<file path="config.mk">
export PLATFORM = sky130hd
export DESIGN_NAME = instr_encode_loader
export DESIGN_NICKNAME = d
export VERILOG_FILES = /design/src/rtl/instr_encode_loader.sv
export SDC_FILE = /design/constraint.sdc
export NUM_CORES = 1
export LEC_CHECK = 0
export ABC_AREA = 1
export BUFFER_PORTS_ARGS = -buffer_cell sky130_fd_sc_hd__buf_2
export CAP_MARGIN = 20
export CORE_UTILIZATION = 30
export DETAILED_ROUTE_END_ITERATION = 8
export HOLD_SLACK_MARGIN = 0.1
export PLACE_DENSITY_LB_ADDON = 0.2
export SLEW_MARGIN = 10
export SYNTH_ARGS = -nofsm -noshare
export SYNTH_HDL_FRONTEND = slang
export SYNTH_SLANG_ARGS = --single-unit
</file>
<file path="constraint.sdc">
create_clock -name clk -period 1.4 [get_ports clk]
set_input_delay 0.14 -clock clk [delete_from_list [all_inputs] [get_ports clk]]
set_output_delay 0.14 -clock clk [all_outputs]
set_load 0.01 [all_outputs]
</file>
<file path="src/rtl/instr_encode_loader.sv">
// Instruction encoder and loader. It accepts RV32I field bundles, packs each into a 32-bit
// instruction word, and writes the words one at a time to consecutive word addresses of
// instruction memory, starting from a base address.
module instr_encode_loader (
    input  logic        clk,
    input  logic        rst_n,
    input  logic        start,
    input  logic [31:0] base_addr,
    input  logic        in_valid,
    output logic        in_ready,
    input  logic [2:0]  fmt,
    input  logic [6:0]  opcode,
    input  logic [4:0]  rd,
    input  logic [4:0]  rs1,
    input  logic [4:0]  rs2,
    input  logic [2:0]  funct3,
    input  logic        funct7_5,
    input  logic [31:0] imm,
    input  logic        last,
    output logic        mem_we,
    output logic [31:0] mem_addr,
    output logic [31:0] mem_wdata,
    input  logic        mem_ack,
    output logic        busy,
    output logic        done,
    output logic        err,
    output logic [15:0] count
);

    typedef enum logic [1:0] {
        ST_IDLE   = 2'd0,
        ST_ACCEPT = 2'd1,
        ST_WRITE  = 2'd2,
        ST_DONE   = 2'd3
    } state_t;

    localparam logic [2:0] FMT_R = 3'd0;
    localparam logic [2:0] FMT_I = 3'd1;
    localparam logic [2:0] FMT_S = 3'd2;
    localparam logic [2:0] FMT_B = 3'd3;
    localparam logic [2:0] FMT_U = 3'd4;
    localparam logic [2:0] FMT_J = 3'd5;

    state_t      state_q;
    logic [31:0] addr_q;
    logic [31:0] wdata_q;
    logic        last_q;
    logic [15:0] count_q;
    logic        err_q;

    logic [31:0] enc_d;
    logic        fmt_legal_d;
    logic        is_shift_imm;

    // Immediate shifts carry the shift type in bit 30 and take only a 5-bit shift amount.
    assign is_shift_imm = (opcode == 7'b0010011) && ((funct3 == 3'b001) || (funct3 == 3'b101));

    always_comb begin
        enc_d       = 32'd0;
        fmt_legal_d = 1'b1;
        case (fmt)
            FMT_R: enc_d = {(funct7_5 ? 7'b0100000 : 7'b0000000), rs2, rs1, funct3, rd, opcode};
            FMT_I: begin
                if (is_shift_imm)
                    enc_d = {1'b0, funct7_5, 5'b00000, imm[4:0], rs1, funct3, rd, opcode};
                else
                    enc_d = {imm[11:0], rs1, funct3, rd, opcode};
            end
            FMT_S: enc_d = {imm[11:5], rs2, rs1, funct3, imm[4:0], opcode};
            FMT_B: enc_d = {imm[12], imm[10:5], rs2, rs1, funct3, imm[4:1], imm[11], opcode};
            FMT_U: enc_d = {imm[31:12], rd, opcode};
            FMT_J: enc_d = {imm[20], imm[10:1], imm[11], imm[19:12], rd, opcode};
            default: fmt_legal_d = 1'b0;
        endcase
    end

    always_ff @(posedge clk or negedge rst_n) begin
        if (!rst_n) begin
            state_q <= ST_IDLE;
            addr_q  <= 32'd0;
            wdata_q <= 32'd0;
            last_q  <= 1'b0;
            count_q <= 16'd0;
            err_q   <= 1'b0;
        end else begin
            case (state_q)
                ST_IDLE: begin
                    if (start) begin
                        addr_q  <= {base_addr[31:2], 2'b00};
                        count_q <= 16'd0;
                        err_q   <= 1'b0;
                        state_q <= ST_ACCEPT;
                    end
                end
                ST_ACCEPT: begin
                    if (in_valid) begin
                        if (fmt_legal_d) begin
                            wdata_q <= enc_d;
                            last_q  <= last;
                            state_q <= ST_WRITE;
                        end else begin
                            // An illegal bundle is dropped, but its last flag still ends the session.
                            err_q <= 1'b1;
                            if (last)
                                state_q <= ST_DONE;
                        end
                    end
                end
                ST_WRITE: begin
                    if (mem_ack) begin
                        addr_q <= addr_q + 32'd4;
                        if (count_q != 16'hFFFF)
                            count_q <= count_q + 16'd1;
                        state_q <= last_q ? ST_DONE : ST_ACCEPT;
                    end
                end
                ST_DONE: state_q <= ST_IDLE;
                default: state_q <= ST_IDLE;
            endcase
        end
    end

    // Every output decodes directly from registered state, so a reset takes effect at once.
    assign in_ready  = (state_q == ST_ACCEPT);
    assign mem_we    = (state_q == ST_WRITE);
    assign mem_addr  = addr_q;
    assign mem_wdata = wdata_q;
    assign busy      = (state_q != ST_IDLE);
    assign done      = (state_q == ST_DONE);
    assign err       = err_q;
    assign count     = count_q;

endmodule

</file>
---- Word level (Yosys, flattened, before mapping) ----
Cells that the tools add are included.
storage, ports and cells
  flip-flop bits (word level) ............. 84
  output and inout bits ................... 85
  bits of input ports ..................... 99
cells by class
  add/subtract/negate cells ............... 2
  equal/unequal tests ..................... 18
  mux-type cells .......................... 22
  reductions and logical operators ........ 13
operators with widths
  operator                                                                 count
  32-bit case mux with 6 select lines                                      1
  32-bit two-way mux                                                       3
  32-bit case mux with 2 select lines                                      1
  16-bit two-way mux                                                       3
  32-bit by 3-bit adder with 32-bit output, second input constant          1
  16-bit case mux with 2 select lines                                      1
  16-bit by 1-bit adder with 16-bit output, second input constant          1
  16-bit inequality test, second input constant                            1
  2-bit two-way mux                                                        6
  4-bit AND reduction                                                      3
  3-bit equality test, second input constant                               3
  2-bit case mux with 4 select lines                                       1
  7-bit by 5-bit equality test with 1-bit output, second input constant    1
  3-bit by 1-bit equality test with 1-bit output, second input constant    2
  3-bit by 2-bit equality test with 1-bit output, second input constant    2
  6-bit two-way mux                                                        1
  2-bit inequality test, second input constant                             3
  3-bit AND reduction                                                      2
  2-bit nonzero test                                                       3
  6-bit OR reduction                                                       1
  2-bit equality test, second input constant                               2
  1-bit two-way mux                                                        4
  2-bit by 1-bit inequality test with 1-bit output, second input constant  2
  3-bit logical NOT                                                        1
  other kinds (6)                                                          6

---- Depth between registers and ports, before layout ----
  word-level depth ........................ 6
  gate-level depth with buffers ........... 11
  depth with buffers taken out ............ 11

---- Least setup slack after synthesis ----
OpenSTA, ideal clock, no wires.
  path type ............................... register to register
  start ................................... reg count_q[1], in the netlist count[1]
  end ..................................... reg count_q[11], in the netlist count[11]
  setup slack ............................. -0.183 ns
  data required time ...................... 1.326 ns
  arrival ................................. 1.509 ns
  cell stages (with the launch flop) ...... 11
  library setup time ...................... 0.074 ns
  path through ............................ dfrtp_1 ha_1 nand3_2 nor2_4 nand2_4 nor2_8 nor2_8 inv_8 buf_12 nand2_2 o21ai_2
between the ends
  cells in the longest elaborated chain, start to end .. 4
ends and longest elaborated chain
  element                                   line  RTL
  start: declaration                        48    logic [15:0] count_q;
  start signal: assignment                  113   count_q <= count_q + 16'd1;
  16-bit by 1-bit adder with 16-bit output  113
  16-bit two-way mux                        112   if (count_q != 16'hFFFF)
  16-bit two-way mux                        110   if (mem_ack) begin
  16-bit case mux with 2 select lines       86    case (state_q)
Parallel ways exist; a longest one is shown, timed or not. The select of a mux whose other input is x is not followed.
A chain may end at the register's enable or synchronous reset.

---- Worst setup path after layout ----
  start ................................... reg state_q[1]
  end ..................................... reg addr_q[11], in the netlist mem_addr[11]
between the ends
  cells in the longest elaborated chain, start to end .. 3
ends and longest elaborated chain
  element                                                                                    line  RTL
  start: declaration                                                                         44    state_t state_q;
  start signal: assignment                                                                   114   state_q <= last_q ? ST_DONE : ST_ACCEPT;
  2-bit equality test or 2-bit logical NOT (tied branches)                                   86
  2-bit by 1-bit inequality test with 1-bit output (no source line) (tied with other cells)  --
  3-bit AND reduction (no source line)                                                       --
  end signal: assignment                                                                     89    addr_q <= {base_addr[31:2], 2'b00};
  end signal: assignment                                                                     111   addr_q <= addr_q + 32'd4;
  end: declaration                                                                           45    logic [31:0] addr_q;
Parallel ways exist; a longest one is shown, timed or not.

==> run_results.csv <==
group,metric,value,unit
run_status,status,"finished with violations",
run_status,violations,"setup timing",
place,dpl.hpwl,14000,um
clock_network,root_buffer,"clkbuf_16",
power,peakVddDrop,837,uV
power,p_per_area,1880,mW/mm^2
finish,drive_gt1_share,40.7,%
clock_network,clkTransAtPathRegs,0.07,ns
logic_synthesis,ys_seq_area_share,38.5,%
sta,setup_ws,-0.0977,ns
place,io_buffers,179,
detailed_routing,dr.pass1.iters,5,
detailed_routing,routed_via_density,4.70,
detailed_routing,drc,0,
logic_synthesis,syn_inst,801,
logic_synthesis,yosysTopAreaCell,"dfrtp_1",
logic_synthesis,yosys.cell_count.top_type,"nand2_1",
logic_synthesis,synth_edf_count,0,
sta,slew_viol_final,0,
sta,max_freq,668,MHz
setup_path,worstPathMaxFanout,6,
run,maxCapViolCount,0,
finish,final_cell_area,0.00908,sq mm
detailed_routing,detail_route.wl_per_cell,14.7,um
sta,period_needed,1.50,ns
clock_network,cts_buffers,9,
power,finalPower,17.1,mW
sta,finalCritPeriodShare,107,%
detailed_routing,vias,6534,
setup_path,cp.arrival,1.74,ns
sta,setup_tns,-1.38,ns
sta,worst_pin_slew,0.524,ns
detailed_routing,drt_iter0_markers,257,
logic_synthesis,synthArstFlopShare,100,%
logic_synthesis,synth_top_area_share,38.5,%
die,die_area,0.0183,sq mm
place,placed_area,0.00728,sq mm
min_path,hold_class,"in2reg",
sta,rsz0062_at_grt,"yes",
clock_network,cts_buffer_depth,2,
sta,skew,0.00975,ns
die,row_count,48,
logic_synthesis,ys_warn_count,0,
setup_path,end_kind,"register",
sta,finalHoldViolations,0,
logic_synthesis,synth.cell_area,0.00532,sq mm
logic_synthesis,synth-seq-cells,82,
place,place_ws,-0.110,ns
finish,area_growth,70.6,%
logic_synthesis,synthFlopType,"dfrtp_1",
global_routing,grt_pass1_wl,31200,um
clock_network,cts.sink_count,82,
sta,setup_viol,36,
global_routing,antenna_found_initial,0,
clock_network,cts_tree,"built",
logic_synthesis,ys_top_cells_by_area,"dfrtp_1 39%, nand2_1 18%, nor2_1 9.0%",
global_routing,grt-ovfl-total,0,
die,ios,184,
die,die_height,135,um
setup_path,worst-setup-path-type,"reg2reg",
die,dieWidth,135,um
global_routing,grt_max_degree,83,
finish,utilization,52.5,%
power,leakage,4.52,nW
place,gp_congestion,0.862,
sta,slew_headroom,65.0,%
detailed_routing,drtAntennaViolNets,0,
global_routing,grt_use_total,22.1,%
detailed_routing,wirelength,20400,um
global_routing,grt_pass1_vias,6359,
clock_network,h-tree-depth,3,
setup_path,cp-start-kind,"register",
setup_path,critPathRequiredTime,1.64,ns
die,core-area,0.0173,sq mm
logic_synthesis,netlist_top_cells_count,"262 x nand2_1, 127 x nor2_1, 82 x dfrtp_1",
logic_synthesis,synth_cell_types,38,
clock_network,clk_latency,0.35,ns
finish,num_antenna_cells,0,
die,start_util,30.8,%
finish,nNetsFinal,1260,
logic_synthesis,avgSynthCellArea,6.65,sq um
## area by class of cell
| type | instances | area, sq um |
|---|---|---|
| Fill cell | 1631 | 8220 |
| Multi-Input combinational cell | 617 | 3250 |
| Timing Repair Buffer | 372 | 2770 |
| Sequential cell | 82 | 2060 |
| Inverter | 74 | 310 |
| Tap cell | 225 | 282 |
| Clock buffer | 10 | 239 |
| Clock inverter | 6 | 114 |
| Timing Repair inverter | 3 | 47.5 |
## report_power, final
| group | leakage [nW] | internal (mW) | total, mW | switching, mW |
|---|---|---|---|---|
| combinational | 3.36 | 4.65 | 10.0 | 5.36 |
| sequential | 0.988 | 3.37 | 4.21 | 0.841 |
| clock | 0.165 | 1.80 | 2.88 | 1.08 |
| total | 4.52 | 9.81 | 17.1 | 7.28 |
## metal layers
layer  GRT usage [%]  share of wire [%]
met5               0                  0
met4            7.99                2.0
met3            4.19                6.5
met2            39.5                 50
met1            26.3                 42
## logic make-up after synthesis
kind of cell             synth area share [%]
AO/OA/AOI/OAI                            11.7
XOR/XNOR                                0.987
adder cells (fa/ha/maj)                 0.470
buffers and inverters                    8.60
flip-flops                               38.5
other                                  0.0704
AND/OR/NAND/NOR                          39.7
## what timing repair did
item | 4_1_cts | 5_1_grt
hold endpoints to repair | 117 | 0
setup endpoints to repair | 67 | 80
cloned | 6 | 2
setup buffers | 15 | 8
pin swaps | 14 | 26
gates resized for setup | 67 | 96
hold buffers | 54 | 0
## placed cells by master (no fill, tap or decap), types with 17 or more instances in the layout
cell,instances
dlygate4sd3_1,54
dfrtp_1,72
nand2_2,24
buf_2,176
nand3_1,57
nor2_1,98
nor2_2,23
nand2_4,17
a21oi_1,42
buf_4,113
nand2_1,234
inv_1,64
## registers in the layout, summed over array words and instances (netlist names)
| signal | flops |
|---|---|
| last_q | 1 |
| mem_addr | 30 |
| state_q | 2 |
| count | 16 |
| mem_wdata | 32 |
| err | 1 |
## final timing paths
| path | startpoint | endpoint | slack, ns | cells after the start |
|---|---|---|---|---|
| max | state_q[1] | mem_addr[11] | -0.1 | 8 |
| min | base_addr[6] | mem_addr[6] | 0.11 | 3 |
| max reg2reg | state_q[1] | mem_addr[11] | -0.1 | 8 |
| min reg2reg | mem_wdata[6] | mem_wdata[6] | 0.48 | 2 |
| max in group asynchronous | rst_n | state_q[1] | 0.61 | 3 |
| min in group asynchronous | rst_n | count[6] | 0.33 | 3 |
## critical path, stage by stage, from the launching register on
cell	delay, ns
dfrtp_2	0.44
inv_2	0.10
nand3b_1	0.15
nand3_4	0.22
inv_8	0.08
buf_12	0.14
a21o_1	0.17
nand2_1	0.05
inv_1	0.03
## per-stage QoR
stage	hold WS, ns	std cells
final	0.108	1389
after global routing	0.139	1389
after floorplan	-0.156	802
after detailed placement	0.229	1290
after CTS	0.0941	1381
after global placement	0.228	1290
(Power assumes the default switching activity.)
